[config.mk]
export PLATFORM = sky130hd
export DESIGN_NAME = seg_scan_driver
export DESIGN_NICKNAME = d
export VERILOG_FILES = /design/src/rtl/seg_scan_driver.sv
export SDC_FILE = /design/constraint.sdc
export NUM_CORES = 1
export LEC_CHECK = 0
export ABC_CLOCK_PERIOD_IN_PS = 2200
export BUFFER_PORTS_ARGS = -buffer_cell sky130_fd_sc_hd__buf_4
export CORE_AREA = 2 2 80 82
export CTS_CLUSTER_DIAMETER = 30
export DETAILED_ROUTE_END_ITERATION = 8
export DIE_AREA = 0 0 82 84
export PLACE_DENSITY_LB_ADDON = 0.25
export SYNTH_ARGS = -nofsm -noshare
export SYNTH_HDL_FRONTEND = slang
export SYNTH_SLANG_ARGS = --single-unit
[constraint.sdc]
create_clock -name clk -period 2.2 [get_ports clk]
set_input_delay 0.44 -clock clk [delete_from_list [all_inputs] [get_ports clk]]
set_output_delay 0.44 -clock clk [all_outputs]
set_load 0.02 [all_outputs]
[src/rtl/seg_scan_driver.sv]
// seg_scan_driver
//   Display back-end for the queen-solver result. A 14-bit binary value is
//   taken over a valid/ready handshake. Values above 9999 saturate to 9999
//   and raise ovf. The value is converted to four BCD digits by a sequential
//   double-dabble FSM, then scanned onto a shared 7-segment bus.
//
//   Optional build macro: LZ_BLANK_EN. When it is defined, leading zero
//   digits (3..1) are blanked. Digit 0 is always shown.
//
// Parameters
//   SCAN_DIV   clk cycles each digit is held during scanning (2..65536)
//
// Ports
//   clk        system clock, rising edge
//   rst        synchronous reset, active-low
//   val        [13:0] binary value to display
//   val_valid  val is presented
//   val_ready  block can accept val this cycle (IDLE only)
//   ovf        last accepted val exceeded 9999
//   num        [6:0] segments {g,f,e,d,c,b,a}, active-low, registered
//   n_mask     [3:0] digit enables, active-low, bit0 = LS digit, registered
module seg_scan_driver #(
  parameter int SCAN_DIV = 1024
) (
  input  logic        clk,
  input  logic        rst,
  input  logic [13:0] val,
  input  logic        val_valid,
  output logic        val_ready,
  output logic        ovf,
  output logic [6:0]  num,
  output logic [3:0]  n_mask
);

  localparam int PW = (SCAN_DIV > 2) ? $clog2(SCAN_DIV) : 1;
  localparam logic [PW-1:0] PRESC_MAX = PW'(SCAN_DIV - 1);

  typedef enum logic [1:0] {
    S_IDLE = 2'd0,
    S_CONV = 2'd1,
    S_DONE = 2'd2
  } state_t;

  state_t        state_q, state_d;
  // {bcd[15:0], bin[13:0]}: binary bits shift up into the BCD field
  logic [29:0]   shift_q, shift_d;
  logic [3:0]    cnt_q, cnt_d;
  logic [15:0]   digits_q, digits_d;
  logic          ovf_q, ovf_d;
  logic [PW-1:0] presc_q, presc_d;
  logic [1:0]    idx_q, idx_d;
  logic [6:0]    num_q, num_d;
  logic [3:0]    n_mask_q, n_mask_d;
  logic [29:0]   adj;

  function automatic logic [15:0] bcd_adjust(input logic [15:0] b);
    logic [15:0] r;
    r = b;
    for (int i = 0; i < 4; i++) begin
      if (r[i*4 +: 4] >= 4'd5) r[i*4 +: 4] = r[i*4 +: 4] + 4'd3;
    end
    return r;
  endfunction

  function automatic logic [6:0] seg_lut(input logic [3:0] d);
    logic [6:0] s;
    case (d)
      4'd0:    s = 7'h40;
      4'd1:    s = 7'h79;
      4'd2:    s = 7'h24;
      4'd3:    s = 7'h30;
      4'd4:    s = 7'h19;
      4'd5:    s = 7'h12;
      4'd6:    s = 7'h02;
      4'd7:    s = 7'h78;
      4'd8:    s = 7'h00;
      4'd9:    s = 7'h10;
      default: s = 7'h7F; // unreachable codes show blank
    endcase
    return s;
  endfunction

`ifdef LZ_BLANK_EN
  // Digit k is a leading zero when it and every higher digit are zero.
  function automatic logic lz_blank(input logic [15:0] d, input logic [1:0] k);
    logic b;
    case (k)
      2'd3:    b = (d[15:12] == 4'd0);
      2'd2:    b = (d[15:8]  == 8'd0);
      2'd1:    b = (d[15:4]  == 12'd0);
      default: b = 1'b0;
    endcase
    return b;
  endfunction
`endif

  assign val_ready = (state_q == S_IDLE);
  assign ovf       = ovf_q;
  assign num       = num_q;
  assign n_mask    = n_mask_q;

  always_comb begin
    state_d  = state_q;
    shift_d  = shift_q;
    cnt_d    = cnt_q;
    digits_d = digits_q;
    ovf_d    = ovf_q;
    presc_d  = presc_q;
    idx_d    = idx_q;
    adj      = shift_q;

    case (state_q)
      S_IDLE: begin
        if (val_valid) begin
          if (val > 14'd9999) begin
            shift_d = {16'd0, 14'd9999};
            ovf_d   = 1'b1;
          end else begin
            shift_d = {16'd0, val};
            ovf_d   = 1'b0;
          end
          cnt_d   = 4'd13;
          state_d = S_CONV;
        end
      end
      S_CONV: begin
        adj     = {bcd_adjust(shift_q[29:14]), shift_q[13:0]};
        shift_d = {adj[28:0], 1'b0};
        cnt_d   = cnt_q - 4'd1;
        if (cnt_q == 4'd0) state_d = S_DONE;
      end
      S_DONE: begin
        // All four digits change on the same edge so the scan never
        // shows a mix of old and new digits.
        digits_d = shift_q[29:14];
        state_d  = S_IDLE;
      end
      default: state_d = S_IDLE;
    endcase

    if (presc_q == PRESC_MAX) begin
      presc_d = '0;
      idx_d   = idx_q + 2'd1;
    end else begin
      presc_d = presc_q + PW'(1);
    end

    n_mask_d = ~(4'b0001 << idx_q);
    num_d    = seg_lut(digits_q[{idx_q, 2'b00} +: 4]);
`ifdef LZ_BLANK_EN
    if (lz_blank(digits_q, idx_q)) num_d = 7'h7F;
`endif
  end

  always_ff @(posedge clk) begin
    if (!rst) begin
      state_q  <= S_IDLE;
      shift_q  <= '0;
      cnt_q    <= '0;
      digits_q <= '0;
      ovf_q    <= 1'b0;
      presc_q  <= '0;
      idx_q    <= '0;
      num_q    <= 7'h7F;
      n_mask_q <= 4'b1111;
    end else begin
      state_q  <= state_d;
      shift_q  <= shift_d;
      cnt_q    <= cnt_d;
      digits_q <= digits_d;
      ovf_q    <= ovf_d;
      presc_q  <= presc_d;
      idx_q    <= idx_d;
      num_q    <= num_d;
      n_mask_q <= n_mask_d;
    end
  end

endmodule
==> results of run 1 <==
-- placed cells by master, fill, tap and decap left out, types with 3 or more instances in the layout --
cell type	netlist	routed
sky130_fd_sc_hd__o21ai_0	16	16
sky130_fd_sc_hd__o32ai_1	4	4
sky130_fd_sc_hd__o21ai_1	4	4
sky130_fd_sc_hd__mux2_2	4	4
sky130_fd_sc_hd__a21oi_1	41	41
sky130_fd_sc_hd__a22oi_1	5	5
sky130_fd_sc_hd__nand2b_1	7	7
sky130_fd_sc_hd__nand2_1	57	57
sky130_fd_sc_hd__nand3_1	9	9
sky130_fd_sc_hd__a2bb2oi_1	3	3
sky130_fd_sc_hd__nor2_1	44	44
sky130_fd_sc_hd__mux4_2	3	3
sky130_fd_sc_hd__clkbuf_8	0	9
sky130_fd_sc_hd__xnor2_1	10	10
sky130_fd_sc_hd__buf_4	0	37
sky130_fd_sc_hd__xor2_1	9	9
sky130_fd_sc_hd__inv_1	15	15
sky130_fd_sc_hd__nor4_1	3	3
sky130_fd_sc_hd__mux2i_1	8	8
sky130_fd_sc_hd__dfxtp_1	76	76
sky130_fd_sc_hd__nor3_1	19	19
sky130_fd_sc_hd__ha_1	19	19
-- routing by layer --
metal / wire length (um) / share of wire / up-vias
li1: - / - / 1401
met1: 3120 / 0.47 / 1265
met2: 3160 / 0.48 / 53
met3: 217 / 0.033 / 12
met4: 141 / 0.021 / 0
met5: 0 / 0 / -
-- area by class of cell --
cell class,instances,area [um^2],area share
flip-flops and latches,76,1520,0.389
repair buffers,37,278,0.0710
inverters,16,60.1,0.0154
clock inverters,6,88.8,0.0227
multi-input cells,284,1740,0.444
well taps,77,96.3,0.0246
clock buffers,10,128,0.0326
-- worst max-delay path: cells and delay by family (launching register included) --
kind	cells	cell delay [ns]
compound gates	1	0.14
fa+ha+maj	1	0.19
buf+inv	1	0.15
flops	1	0.44
mux	1	0.59
simple gates	2	0.13
-- per-stage QoR --
step,util,instances
after CTS,0.641,506
after detailed placement,0.606,490
final,0.641,506
after floorplan,-,401
after global placement,0.606,490
after global routing,0.641,506
-- synthesized netlist by cell type --
cell type	number
sky130_fd_sc_hd__and3_1	2
sky130_fd_sc_hd__inv_2	1
sky130_fd_sc_hd__nor3_1	19
sky130_fd_sc_hd__nand3_1	9
sky130_fd_sc_hd__xnor2_1	10
sky130_fd_sc_hd__buf_1	2
sky130_fd_sc_hd__a2bb2oi_1	3
sky130_fd_sc_hd__a222oi_1	2
sky130_fd_sc_hd__inv_1	15
sky130_fd_sc_hd__and4_1	1
sky130_fd_sc_hd__a211oi_1	1
sky130_fd_sc_hd__and2_1	2
sky130_fd_sc_hd__a31oi_1	1
sky130_fd_sc_hd__clkbuf_1	17
sky130_fd_sc_hd__mux4_2	3
sky130_fd_sc_hd__nor4_1	3
sky130_fd_sc_hd__nand2b_1	7
sky130_fd_sc_hd__nand2_1	57
sky130_fd_sc_hd__o21ai_1	4
sky130_fd_sc_hd__mux2_2	4
sky130_fd_sc_hd__buf_6	2
sky130_fd_sc_hd__xor2_1	9
sky130_fd_sc_hd__nor2_8	1
sky130_fd_sc_hd__a22oi_1	5
sky130_fd_sc_hd__nor2b_1	2
sky130_fd_sc_hd__o22ai_1	1
sky130_fd_sc_hd__o32ai_1	4
sky130_fd_sc_hd__or2_1	1
sky130_fd_sc_hd__a21oi_1	41
sky130_fd_sc_hd__o21ai_0	16
sky130_fd_sc_hd__buf_2	4
sky130_fd_sc_hd__dfxtp_1	76
sky130_fd_sc_hd__mux2i_1	8
sky130_fd_sc_hd__a21o_1	1
sky130_fd_sc_hd__nor2_1	44
sky130_fd_sc_hd__o21a_4	1
sky130_fd_sc_hd__ha_1	19
sky130_fd_sc_hd__nand4_1	2
sky130_fd_sc_hd__o21bai_1	1
-- kinds of logic (layout without fill, tap and decap cells) --
| kind of cell | after synthesis | after routing | synth area share |
|---|---|---|---|
| mux | 15 | 15 | 0.0561 |
| xor+xnor | 19 | 19 | 0.0485 |
| simple gates | 150 | 150 | 0.194 |
| buf+inv | 41 | 69 | 0.0507 |
| compound gates | 81 | 81 | 0.138 |
| flops | 76 | 76 | 0.443 |
| fa+ha+maj | 19 | 19 | 0.0692 |
-- power groups by stage --
stage               combinational (mW)  sequential (mW)  clock (mW)
global route                     0.333             1.48        1.24
floorplan                        0.201             1.50           0
finish                           0.299             1.47        1.16
detailed placement               0.300             1.50           0
global placement                 0.295             1.50           0
CTS                              0.302             1.47        1.18
-- flip-flops by register name, indices dropped and copies added (netlist names) --
| register | flops |
|---|---|
| idx_q | 2 |
| shift_q | 30 |
| cnt_q | 4 |
| state_q | 2 |
| n_mask | 4 |
| digits_q | 16 |
| presc_q | 10 |
| num | 7 |
| ovf | 1 |
-- worst max path at each step --
stage,start,cells after the start,slack [ns],endpoint
2_1_floorplan,idx_q[0],7,0.53,num[3]
3_3_place_gp,idx_q[0],6,0.54,num[3]
3_5_place_dp,idx_q[0],6,0.48,num[4]
4_1_cts,idx_q[0],6,0.46,num[4]
5_1_grt,idx_q[0],6,0.35,num[4]
6_report,idx_q[0],6,0.45,num[4]
==> out/results.txt, run 1 <==
The flow ran to the end, and the final reports show no timing, DRC or antenna violations. The largest driver fanout on the critical path is 4. The critical path is of the flop to flop type. Reg2reg setup slack: 0.45 ns. The internal power was 2.19 mW. The die is 82 um wide. The count of boundary I/O pins was 30; the global-route wire length before repair was 11,200 um. The number of antenna violations at the first check in global routing was 0; the number of inserted diodes was 0.

The final routed DRC violation total came out at 0. Clock latency on the worst-skew pair, taken at its later pin, is 0.35 ns. The summed area of non-filler cells in the final layout was 3910 um^2; the largest incremental delay on the critical path was 0.59 ns. The run gives 0.327 as the global routing met2 resource utilization. The hold-fix buffer count after cts was 0. The total count of max-transition violations in the final report is 0, and the worst hold path depth is 3. Setup repair after global routing left no endpoint under its margin. The reported max-cap violation count was 0. After floorplanning, the core was sized to cover 6100 um^2. The power per cell area works out to 748 nW/um^2. At the end of routability-driven placement, the weighted congestion stood at 0.807. Ranked by total cell area, the synthesized netlist is headed by sky130_fd_sc_hd__dfxtp_1 44%, sky130_fd_sc_hd__ha_1 6.9%, sky130_fd_sc_hd__nand2_1 6.2%.

The actual slew at the worst max-slew pin is 0.606 ns. The routed via count divided by cell count is 5.40. The area share of the largest cell type after synthesis is 0.443, and the count of fill cells added during filler insertion is 538.

Detailed placement ended at an HPWL of 4620 um. The pre-antenna-repair detailed-routing pass consisted of 4 iterations. For the fraction of power consumed by the clock network, the log shows 0.395. The via total after detailed routing is 2,731, and the least setup slack across all paths after layout is 0.453 ns. After detailed routing, the total wire length is 6640 um. For the sequential-to-total area share from yosys stat, the log shows 0.443.

The synthesized design spends more area on one cell type than any other, namely sky130_fd_sc_hd__dfxtp_1. The logs give 2.43 ns for the data required time of the critical path and 3 for the number of levels in the clock H-tree. By instance count, the cell type seen most on the critical path is sky130_fd_sc_hd__nand2_1. The number of cells on the worst reg-to-reg path works out to 6. The worst voltage drop across the vdd grid is 0.647 mV.

The portion of the clock cycle consumed by the worst path in the final layout was 0.794. The slowest stage of the critical path belongs to the cell sky130_fd_sc_hd__mux4_2. The run gives 0.268 as the met1 track utilization from global routing. In this run, the number of DRC markers left after iteration 0 of detailed routing was 158. From synthesis to final layout, the design area changed by 13.9%. In this run the post-CTS setup repair buffer count came out at 0. The endpoint identified for the worst register-to-register timing path is num[4]. Classification of the worst-slack hold path: input port to flop. The worst setup path is captured at a flop.

The power spent charging and discharging nets is 0.732 mW. Launching element type of the critical path: a flop. Overall power consumption after layout is estimated at 2.93 mW. The number of nets with antenna violations after routing was 0.

The tools report the number of buffers created by CTS as 9. Traced cell by cell, the critical path runs through mux4_2 -> inv_1 -> ha_1 -> nand2_1 -> o22ai_1 -> nand2_1. TritonCTS built the clock tree.

The vertical die dimension was 84 um; the clock sink count was 76. The logs give 0.596 for the relative slew slack and 0 for the final global-route overflow total. The portion of total power attributed to sequential cells is 0.503, and the total die area is 6890 um^2. The post-layout minimum cycle time came out at 1.75 ns.

Setup violations remaining at the end of the flow were counted as 0. Post-CTS repair changed the size of 0 cells. On the final layout, the worst clock skew is 0.00974 ns. In this run the deepest clock path goes through 2 buffers.

The effective utilization at floorplan was 0.563. In this run the core area contains 29 standard-cell rows. The run gives 0.341 ns as the worst-case hold slack. Averaged over all synthesized cells, the footprint is 8.56 um^2. The run gives 39 as the number of unique standard cell types used by synthesis.

For the final routed database, the setup TNS stands at 0 ns. Counting every net in the synthesized netlist gives 437. The detail-routed net length per standard cell was 13.1 um; the number of cells produced by synthesis was 401.

In this run the most used layer during global routing was met2. The run gives 460 as the post-layout net count. During synthesis, Yosys emitted a total of 0 warnings. Entering global routing, the biggest net connects 26 pins. The tools report the static leakage power as 1.48 nW. The relative contribution of combinational cells to total power was 0.102. The post-synth design cell area is 3430 um^2. Hold violation total from the final report: 0. The fraction of power spent switching nets was 0.250. After clock tree synthesis, the clock-pin slew on the worst setup and hold paths is 0.08 ns. The tree is rooted in a sky130_fd_sc_hd__clkbuf_8.

Once placement finished, the instance area stood at 3690 um^2. For the number of global-route vias before repair, the log shows 2,489. Data on the critical path arrives at its endpoint at 1.98 ns.

The count of buffers added on input and output ports is 29. The combined global-route utilization of all metal layers was 0.210; the ratio of cells with drive above 1 in the final layout was 0.145. The synthesized design contains 76 register bits.

The tools report the startpoint of the worst hold path as val[12]. Timing analysis after detailed placement gives a worst setup slack of 0.476 ns. The worst hold endpoint is shift_q[12]. The fmax was 0.572 GHz; the global-route track usage on met3 was 0.0541. The startpoint identified for the worst register-to-register timing path is idx_q[0].
(Power assumes the default switching activity.)
==> run 2, diff against run 1 <==
--- a/config.mk
+++ b/config.mk
@@ -5,12 +5,12 @@
 export SDC_FILE = /design/constraint.sdc
 export NUM_CORES = 1
 export LEC_CHECK = 0
-export ABC_CLOCK_PERIOD_IN_PS = 2200
+export ABC_CLOCK_PERIOD_IN_PS = 1450
 export BUFFER_PORTS_ARGS = -buffer_cell sky130_fd_sc_hd__buf_4
-export CORE_AREA = 2 2 80 82
+export CORE_AREA = 2 2 84 86
 export CTS_CLUSTER_DIAMETER = 30
 export DETAILED_ROUTE_END_ITERATION = 8
-export DIE_AREA = 0 0 82 84
+export DIE_AREA = 0 0 86 88
 export PLACE_DENSITY_LB_ADDON = 0.25
 export SYNTH_ARGS = -nofsm -noshare
 export SYNTH_HDL_FRONTEND = slang
==> constraint.sdc (replaced) <==
create_clock -name clk -period 1.45 [get_ports clk]
set_input_delay 0.29 -clock clk [delete_from_list [all_inputs] [get_ports clk]]
set_output_delay 0.29 -clock clk [all_outputs]
set_load 0.02 [all_outputs]
==> run 2 against run 1 <==
Net effect:
- largest cell class unchanged
- the run now ends with negative setup slack left
- clock power up 45%
- sequential power up 52%
- via count up 5.1%
- wire length up 7.3%
- highest routed layer unchanged
- global-route usage down 1.2 points
- critical path type unchanged
- first-iteration DRC count up 4.4%
==> out/results.txt, run 2 (same netlist as run 1, synthesis figures left out) <==
The flow ran to the end, but the final reports show violations. The final reports fail on negative setup slack. The tools report the post-layout net count as 491 (+6.7%). The count of boundary I/O pins is 30 (unchanged), and the number of inserted diodes is 0 (unchanged). Worst clock skew: 0.0129 ns (+0.00312 ns). The die outline width is 86 um (+4.9%). The tools report the accumulated negative setup slack as -0.463 ns (-0.463 ns).

The number of nets with antenna violations after routing was 0 (unchanged); the violation count after the first detailed-routing iteration was 165 (+4.4%). The fmax was 0.632 GHz (+10%); the static leakage power was 1.70 nW (+15%). The floorplan core area was 6640 um^2 (+9.0%); the largest driver fanout on the critical path was 4 (unchanged). TritonCTS built the clock tree.

The total die area is 7570 um^2 (+9.9%). The tools report the clock latency on the worst-skew pair as 0.35 ns (about the same). The number of instances in the placed design is 520 (+6.1%).

The portion of the clock cycle consumed by the worst path in the final layout came out at 1.09 (+0.297). Top register by number of flip-flops: shift_q. By startpoint and endpoint, the worst setup path is classified as flop to flop. The area used by multi-input combinational logic was 1950 um^2 (+12%); the number of port buffers was 29 (unchanged).

For the detailed placer's ending HPWL, the log shows 4930 um (+6.6%). The routed wire length is 7130 um (+7.3%). The global-route wire length before repair was 12,000 um (+7.3%); the combined global-route utilization of all metal layers was 0.198 (-0.0116). For the effective utilization at floorplan, the log shows 0.517 (-0.0465). The hold-fix buffer count after cts was 0 (unchanged).

The final global-route overflow total was 0 (unchanged); the post-layout minimum cycle time was 1.58 ns (-0.165 ns). The actual slew at the worst max-slew pin was 0.392 ns (-0.214 ns). The total count of max-transition violations in the final report is 0 (unchanged).

The logs give 0.802 mV (+24%) for the worst voltage drop across the vdd grid and 0.738 (+0.142) for the relative slew slack. Classification of the worst-slack hold path: input port to flop. The tools report the filler-free cell count of the finished design as 540 (+6.7%).

STA classifies the critical path endpoint as a flop. The least setup slack across all paths after layout came out at -0.132 ns (-0.585 ns). The number of flip-flops under the largest register name was 30 (unchanged); the via total after detailed routing was 2,871 (+5.1%). The number of buffers created by CTS was 9 (unchanged).

The tools report the final routed DRC violation total as 0 (unchanged). Setup repair after global routing could not meet its margin everywhere. The logs give 523 (-2.8%) for the count of fill cells added during filler insertion and 76 (unchanged) for the clock sink count. The run gives 1.73 ns (-0.70 ns) as the data required time of the critical path. The launching element type of the critical path is a flop.

The run gives 1.86 ns (-0.12 ns) as the arrival time of data at the critical path endpoint. In the final layout, the registers with the most flip-flops are shift_q x30, digits_q x16, presc_q x10. The final weighted congestion of routability-driven global placement is 0.781 (-3.3%), and the reported max-cap violation count is 0 (unchanged). For the storage element area, the log shows 1530 um^2 (+0.82%). The logs give 3 (unchanged) for the number of levels in the clock H-tree and 2 (unchanged) for the buffer levels on the longest clock path.

The routed via count divided by cell count was 5.32 (-1.5%). The power per cell area came out at 1010 nW/um^2 (+35%). In the layout the commonest cells are 68 x sky130_fd_sc_hd__dfxtp_1, 65 x sky130_fd_sc_hd__buf_4, 54 x sky130_fd_sc_hd__nand2_1, 42 x sky130_fd_sc_hd__nor2_1, 36 x sky130_fd_sc_hd__a21oi_1.

The post-place setup slack was -0.153 ns (-0.629 ns). The clock transition at the register clock pins on the worst setup and hold paths after CTS was 0.09 ns (about the same). The pin count of the biggest net entering global routing was 20 (-23%).

For the number of global-route vias before repair, the log shows 2,768 (+11%). Clock root buffer master: sky130_fd_sc_hd__clkbuf_8. The number of antenna violations at the first check in global routing was 0 (unchanged); the layout-stage area growth over the synthesis result was 28.2%. The library cell used most frequently in the layout, excluding fill and tap cells, is sky130_fd_sc_hd__dfxtp_1.

The detail-routed net length per standard cell works out to 13.2 um (+0.58%). The ratio of cells with drive above 1 in the final layout was 0.298 (+0.153). The hold violation total from the final report is 0 (unchanged), and the setup-violating endpoint count in the final report is 7 (+7). For the row count, the log shows 30 (+3.4%).

The vertical die dimension was 88 um (+4.8%). The tools report the iteration count of the initial detailed-routing pass as 4 (unchanged).
run 2: changes by cell type in the layout (fill, tap and decap cells not counted), sizes merged:
cell	delta
bufinv	-1
buf	+31
inv	+1
run 2: report_power, final:
| group | leakage [nW] | switching [mW] | internal [mW] |
|---|---|---|---|
| clock network | 0.0991 | 0.823 | 0.853 |
| registers | 0.624 | 0.0560 | 2.17 |
| logic | 0.980 | 0.295 | 0.241 |
run 2: cell type report:
cell class / count / area share
multi-input cells: 284 / 0.444
flip-flops and latches: 76 / 0.348
repair buffers: 68 / 0.122
clock buffers: 10 / 0.0313
well taps: 80 / 0.0227
clock inverters: 6 / 0.0162
inverters: 16 / 0.0153
run 2: critical path: stages, from the launching register on:
cell	delay (ns)
sky130_fd_sc_hd__dfxtp_4	0.38
sky130_fd_sc_hd__mux4_2	0.58
sky130_fd_sc_hd__inv_4	0.11
sky130_fd_sc_hd__ha_4	0.20
sky130_fd_sc_hd__inv_2	0.04
sky130_fd_sc_hd__mux2i_1	0.06
sky130_fd_sc_hd__o21ai_1	0.14
run 2: stage by stage:
stage               hold WS [ns]   util  instance area, um^2  power (mW)
floorplan                  0.426      -                 3480        2.59
global placement           0.442  0.597                 3970        2.78
detailed placement         0.451  0.597                 3970        2.79
CTS                        0.185  0.643                 4270        4.46
global route               0.208  0.663                 4400        4.62
finish                     0.194  0.663                 4400        4.44
run 2: what timing repair did:
item	in CTS	in global routing
hold endpoints to repair	0	0
setup buffers	2	2
pin swaps	7	12
resized for setup	17	28
endpoints found under the setup margin	10	21
run 2: path summary, 6_finish.rpt:
| check | startpoint | endpoint | slack [ns] | cells past startpoint |
|---|---|---|---|---|
| worst max-delay path | idx_q[0] | num[3] | -0.13 | 6 |
| worst min-delay path | val[1] | shift_q[1] | 0.19 | 3 |
| worst max register to register | idx_q[0] | num[3] | -0.13 | 6 |
| worst min register to register | digits_q[15] | digits_q[15] | 0.46 | 2 |
run 2: routing by layer:
metal / wire length (um) / vias up / part of all wire / global-route usage
li1: - / 1464 / - / -
met1: 3230 / 1338 / 0.45 / 0.235
met2: 3500 / 58 / 0.49 / 0.354
met3: 265 / 11 / 0.037 / 0.0339
met4: 128 / 0 / 0.018 / 0.0823
met5: 0 / - / 0 / 0
